===== config.mk =====
export PLATFORM = sky130hd
export DESIGN_NAME = mips_timer
export DESIGN_NICKNAME = d
export VERILOG_FILES = /design/src/rtl/mips_timer.sv
export SDC_FILE = /design/constraint.sdc
export NUM_CORES = 1
export LEC_CHECK = 0
export ABC_AREA = 0
export BUFFER_PORTS_ARGS = -buffer_cell sky130_fd_sc_hd__buf_2
export CAP_MARGIN = 5
export CORE_MARGIN = 4
export CORE_UTILIZATION = 35
export DETAILED_ROUTE_END_ITERATION = 16
export PLACE_DENSITY = 0.56
export REMOVE_ABC_BUFFERS = 1
export SYNTH_ARGS = -nofsm -noshare
export SYNTH_HDL_FRONTEND = slang
export SYNTH_SLANG_ARGS = --single-unit

===== constraint.sdc =====
create_clock -name clk -period 4.2 [get_ports clk]
set_clock_uncertainty 0.05 [all_clocks]
set_input_delay 0.84 -clock clk [delete_from_list [all_inputs] [get_ports clk]]
set_output_delay 0.84 -clock clk [all_outputs]
set_load 0.05 [all_outputs]

===== src/rtl/mips_timer.sv =====
// Memory-mapped 32-bit down-counting timer with maskable interrupt request.
// Define MIPS_TIMER_RELOAD_EN to build in the auto-reload (MODE 1) support.
module mips_timer #(
    parameter logic BASE_SEL = 1'b1
) (
    input  logic        clk,
    input  logic        reset,
    input  logic        sel,
    input  logic [1:0]  addr,
    input  logic        we,
    input  logic [31:0] wdata,
    output logic [31:0] rdata,
    output logic        irq
);

    typedef enum logic [1:0] {
        S_IDLE = 2'd0,
        S_LOAD = 2'd1,
        S_CNT  = 2'd2,
        S_INT  = 2'd3
    } state_t;

    state_t      state_q, state_d;
    logic        en_q, en_d;
    logic [1:0]  mode_q, mode_d;
    logic        im_q, im_d;
    logic [31:0] preset_q, preset_d;
    logic [31:0] count_q, count_d;
    logic        irq_flag_q, irq_flag_d;

    logic        wr_ctrl;
    logic        wr_preset;
    logic        reload;
    logic [1:0]  mode_wr;

    assign wr_ctrl   = (sel == BASE_SEL) && we && (addr == 2'd0);
    assign wr_preset = (sel == BASE_SEL) && we && (addr == 2'd1);

`ifdef MIPS_TIMER_RELOAD_EN
    // MODE values 2 and 3 behave as one-shot.
    assign reload  = (mode_q == 2'd1);
    assign mode_wr = wdata[2:1];
`else
    assign reload  = 1'b0;
    assign mode_wr = 2'd0;
`endif

    always_comb begin
        state_d    = state_q;
        en_d       = en_q;
        mode_d     = mode_q;
        im_d       = im_q;
        preset_d   = preset_q;
        count_d    = count_q;
        irq_flag_d = irq_flag_q;

        case (state_q)
            S_IDLE: begin
                if (en_q) state_d = S_LOAD;
            end
            S_LOAD: begin
                count_d = preset_q;
                state_d = S_CNT;
            end
            S_CNT: begin
                if (!en_q) begin
                    state_d = S_IDLE;
                end else if (count_q > 32'd1) begin
                    count_d = count_q - 32'd1;
                end else begin
                    // COUNT of 1 or 0 both expire here; 0 never decrements.
                    count_d    = 32'd0;
                    irq_flag_d = 1'b1;
                    state_d    = S_INT;
                end
            end
            S_INT: begin
                state_d = S_IDLE;
                if (reload) irq_flag_d = 1'b0;
                else        en_d       = 1'b0;
            end
            default: state_d = S_IDLE;
        endcase

        // Bus writes come last so they override FSM updates on the same edge.
        if (wr_ctrl) begin
            en_d       = wdata[0];
            mode_d     = mode_wr;
            im_d       = wdata[3];
            irq_flag_d = 1'b0;
        end
        if (wr_preset) begin
            preset_d   = wdata;
            irq_flag_d = 1'b0;
        end
    end

    always_ff @(posedge clk) begin
        if (!reset) begin
            state_q    <= S_IDLE;
            en_q       <= 1'b0;
            mode_q     <= 2'd0;
            im_q       <= 1'b0;
            preset_q   <= 32'd0;
            count_q    <= 32'd0;
            irq_flag_q <= 1'b0;
        end else begin
            state_q    <= state_d;
            en_q       <= en_d;
            mode_q     <= mode_d;
            im_q       <= im_d;
            preset_q   <= preset_d;
            count_q    <= count_d;
            irq_flag_q <= irq_flag_d;
        end
    end

    always_comb begin
        rdata = 32'd0;
        if (sel == BASE_SEL) begin
            case (addr)
                2'd0:    rdata = {28'd0, im_q, mode_q, en_q};
                2'd1:    rdata = preset_q;
                2'd2:    rdata = count_q;
                default: rdata = 32'd0;
            endcase
        end
    end

    assign irq = irq_flag_q & im_q;

endmodule


Word level (Yosys, flattened, before mapping)
Cells that the tools add are included.

$add $sub $neg: 1. $lt $le $gt $ge: 1. Eq/ne operators: 8. Mux-type cells: 11. Bitwise gates (word level): 3. Reduce and logical (&&, ||, !) cells: 11.

Operator list (count): $mux W32 (3); $pmux W32 S3 (1); $pmux W32 S2 (1); $gt A32 B1 Y1 const B (1); $sub A32 B1 Y32 const B (1); $pmux W2 S4 (1); $eq A2 B2 Y1 const B (3); $mux W2 (3); $eq A2 B1 Y1 const B (2); $logic_not A2 Y1 (2); $ne A2 B2 Y1 const B (2); $reduce_and A2 Y1 (2); $reduce_bool A2 Y1 (2); $logic_and A1 B1 Y1 (3); $ne A3 B3 Y1 const B (1); $reduce_and A3 Y1 (1); $reduce_or A3 Y1 (1); $mux W1 (2); $not A1 Y1 (2); $and A1 B1 Y1 (1).

Register bits: 69. Output and inout bits: 33. Word-level logic and storage cells: 41.

Longest topological paths before layout
Word-level depth: 4. Gate-level depth with buffers: 9. Mapped depth without buffers: 7.

Worst setup path before layout
No wires, ideal clock.

Path type: input port to output port. Start: in addr[0]. End: out rdata[10]. Arrival: 2.236 ns. Data required time: 3.310 ns. Slack: 1.074 ns. Stages: 5. Cells stage by stage: nor2b_1 clkbuf_1 clkbuf_1 a22oi_1 nor2b_1.

Word-level cells in the longest chain between the ends: 3.

Ends and longest elaborated chain: start: declaration (RTL line 9) `input logic [1:0] addr,`; $eq A2 B2 Y1 (tied with other cells) (RTL line 121) `case (addr)`; $pmux W32 S3 * (RTL line 121); $mux W32 * (RTL line 120) `if (sel == BASE_SEL) begin`; end: declaration (RTL line 12) `output logic [31:0] rdata,`.

Mark *: on every way between the ends. The rest lies on a longest branch, timed or not.

Worst setup path in the final report
Start: in addr[0]. End: out rdata[12].

Same word-level chain as after synthesis.

==> results.py <==
metrics = {
    "grt": {
        "grt_pass1_vias": 4139,
        "grt_use_met1": 0.2479,
        "grt_first_pass_wirelength_um": 20880,
        "busiest_layer": "met2",
        "grt_start_max_net_pins": 35,
        "antenna_found_initial": 0,
        "grt_util_met3": 0.05450,
        "gr-total-overflow": 0,
        "met2_usage": 0.3148,
        "grt.total_usage": 0.1943,
    },
    "detailed_routing": {
        "wl_um": 12880,
        "drtIter0Drc": 326,
        "vias_per_cell": 5.726,
        "vias": 4312,
        "wl_per_cell_um": 17.11,
        "drtPass1Iterations": 7,
        "remaining_drc_errors": 0,
        "ant_nets": 0,
    },
    "place": {
        "port_buffers": 70,
        "dpl.cell_count": 737,
        "place_hpwl_um": 8263,
        "routabilityCongestion": 0.8444,
    },
    "timing": {
        "finalCritPeriodShare": 0.7129,
        "fmax_mhz": 334.0,
        "final_hold_viol_count": 0,
        "worst_pin_slew_ps": 1213,
        "rsz0062_at_grt": "false",
        "relSlewSlack": 0.1893,
        "slew_viol_final": 0,
        "fin_crit_ps": 2994,
        "setup_viol": 0,
        "setup_tns_ps": 0,
    },
    "critical_path": {
        "slowest_stage": "buf_4",
        "crit_chain": "buf_2 > nor2b_2 > buf_4 > a22oi_1 > nor2b_1 > buf_2",
        "worst-r2r-cell-count": 7,
        "cp_max_fo": 32,
        "crit_buf_inv": 3,
        "rrSetupSlack_ps": 1400,
        "critPathTopFamily": "buffers and inverters",
        "cp-startpoint": "addr[0]",
        "cp_common_cell": "buf_2",
        "cp.arrival_ps": 2100,
        "rr_endpoint": "count_q[19]",
        "crit_required_ps": 3310,
        "critPathMaxStageDelay_ps": 350,
        "timing.rr.start": "count_q[12]",
        "crit_path_start_kind": "input port",
        "end_kind": "output pin",
        "critPathKind": "input port to output pin",
    },
    "logic_synthesis": {
        "yosys.area.top_type_share": 0.3335,
        "synthCells": 564,
        "yosysTopAreaCell": "dfxtp_1",
        "synthDistinctLibCells": 55,
        "synth-main-ff-cell": "dfxtp_1",
        "syn_avg_cell_area_sq_um": 7.343,
        "synth-edff-count": 0,
        "synth_warnings": 0,
        "yosysMostFrequentCell": "nand2_1",
        "synth-seq-cells": 69,
        "netlist_area_sq_um": 4141,
        "synthTopCellsByCount": "81 x nand2_1, 69 x dfxtp_1, 64 x a21oi_1",
        "synthArstFlopShare": 0,
        "synth-seq-area-share": 0.3335,
        "ys_top_cells_by_area": "dfxtp_1 33%, a21oi_1 7.7%, nand2_1 7.3%",
    },
    "final_layout": {
        "syn_to_final_growth_pct": 16.65,
        "drive_gt1_frac": 0.1770,
        "fillers": 1215,
        "diodes": 0,
        "final_nets": 645,
        "post-route-util": 0.4195,
        "finalNonFillerCells": 753,
    },
    "power_and_ir_drop": {
        "power_frac_comb": 0.131,
        "pwr-share-clk": 0.446,
        "cellPowerDensity_nw_per_um2": 331.6,
        "seq_power_share": 0.424,
        "swShare": 0.2715,
        "switching_power_uw": 434.9,
        "power.internal_mw": 1.167,
        "leakage_nw": 1.811,
        "ir_worst_vdd_uv": 198.0,
    },
    "clock_network": {
        "cts-root-buf": "clkbuf_16",
        "insertion_delay_ps": 340,
        "cts_sinks": 69,
        "cts_max_path_buffers": 2,
        "cts_setup_buffers": 0,
        "path_clk_slew_ps": 50,
        "cts_max_level": 3,
        "post_cts_resized": 0,
        "cts-hold-fix-buffers": 0,
        "tritoncts": "done",
        "cts_made_buffers": 9,
    },
    "floorplan": {
        "dieArea_sq_um": 13640,
        "dieHeight_um": 116.8,
        "fp.dieW_um": 116.8,
        "core_area_sq_um": 11520,
        "ios": 71,
        "rows": 39,
        "start_util": 0.3596,
    },
    "worst_hold_path": {
        "hold_start": "preset_q[11]",
        "hold_class": "flip-flop to flip-flop",
        "min_path_cells": 2,
        "min_to": "preset_q[11]",
    },
    "status": {
        "run_status": "complete, no violations",
    },
    "run": {
        "drv_cap": 0,
    },
}
==> state kept, by name, summed over array words and instances (netlist names) <==
signal,flops
state_q,2
count_q,32
en_q,1
irq_flag_q,1
im_q,1
preset_q,32
==> through the flow <==
| step | worst slack [ps] | instance area (sq um) | power (mW) | hold WS (ps) |
|---|---|---|---|---|
| global placement | 1228 | 4558 | 0.8989 | 408.9 |
| global route | 1088 | 4831 | 1.675 | 446.3 |
| detailed placement | 1196 | 4558 | 0.9023 | 413.4 |
| finish | 1206 | 4831 | 1.602 | 420.4 |
| CTS | 1195 | 4831 | 1.623 | 422.0 |
| floorplan | 391.1 | 3926 | 0.8155 | 396.4 |
==> area by class of cell <==
| class | instances | area, sq um | area share |
|---|---|---|---|
| sequential | 69 | 1381 | 0.2859 |
| inverter | 13 | 48.80 | 0.01010 |
| multi-input combinational | 429 | 2501 | 0.5177 |
| clock buffer | 15 | 267.8 | 0.05543 |
| clock inverter | 1 | 5.005 | 0.001036 |
| timing repair buffer | 83 | 447.9 | 0.09272 |
| tap | 143 | 178.9 | 0.03704 |
==> tightest hold or removal path, stage by stage, from the launching register on <==
cell     delay (ps)
dfxtp_1         320
nand2_1          50
a21oi_1          50
==> cell usage in the layout (no fill, tap or decap), types with 9 or more instances in the layout <==
cell	netlist	routed
nor4_1	9	9
o21ai_0	49	49
nand2_1	81	81
dfxtp_1	69	69
nor2_1	22	22
buf_4	1	13
clkbuf_16	0	9
inv_1	13	13
a22oi_1	31	31
nand4_1	14	14
nor2b_1	34	32
nor3_1	9	9
a21oi_1	64	64
nand3_1	19	19
buf_2	4	70
==> cell families after synthesis <==
| family | synth area share |
|---|---|
| flip-flops | 0.3335 |
| adder cells (fa/ha/maj) | 0.006041 |
| AO/OA/AOI/OAI | 0.3039 |
| buffers and inverters | 0.06375 |
| AND/OR/NAND/NOR | 0.2770 |
| XOR/XNOR | 0.008461 |
| multiplexers | 0.007251 |
==> power by group through the flow <==
stage	combinational, mW	sequential, mW	clock, mW
3_3_place_gp	0.207	0.692	0
5_1_grt	0.231	0.680	0.764
6_report	0.209	0.679	0.714
2_1_floorplan	0.127	0.689	0
3_5_place_dp	0.210	0.693	0
4_1_cts	0.211	0.679	0.734
==> worst max-delay path by stage <==
stage	depth (start not counted)	slack, ps	endpoint
after floorplan	3	390	rdata[10]
after global placement	6	1230	rdata[12]
after detailed placement	6	1200	rdata[12]
after CTS	6	1190	rdata[12]
after global routing	6	1090	rdata[12]
final	6	1210	rdata[12]
==> per-layer routing <==
metal / share of wire / up-vias / routed length [um]
met4: 0.014 / 0 / 175
met3: 0.052 / 19 / 664
met1: 0.47 / 2029 / 6029
met2: 0.47 / 127 / 6013
li1: - / 2137 / -
met5: 0 / - / 0
(Power assumes the default switching activity.)
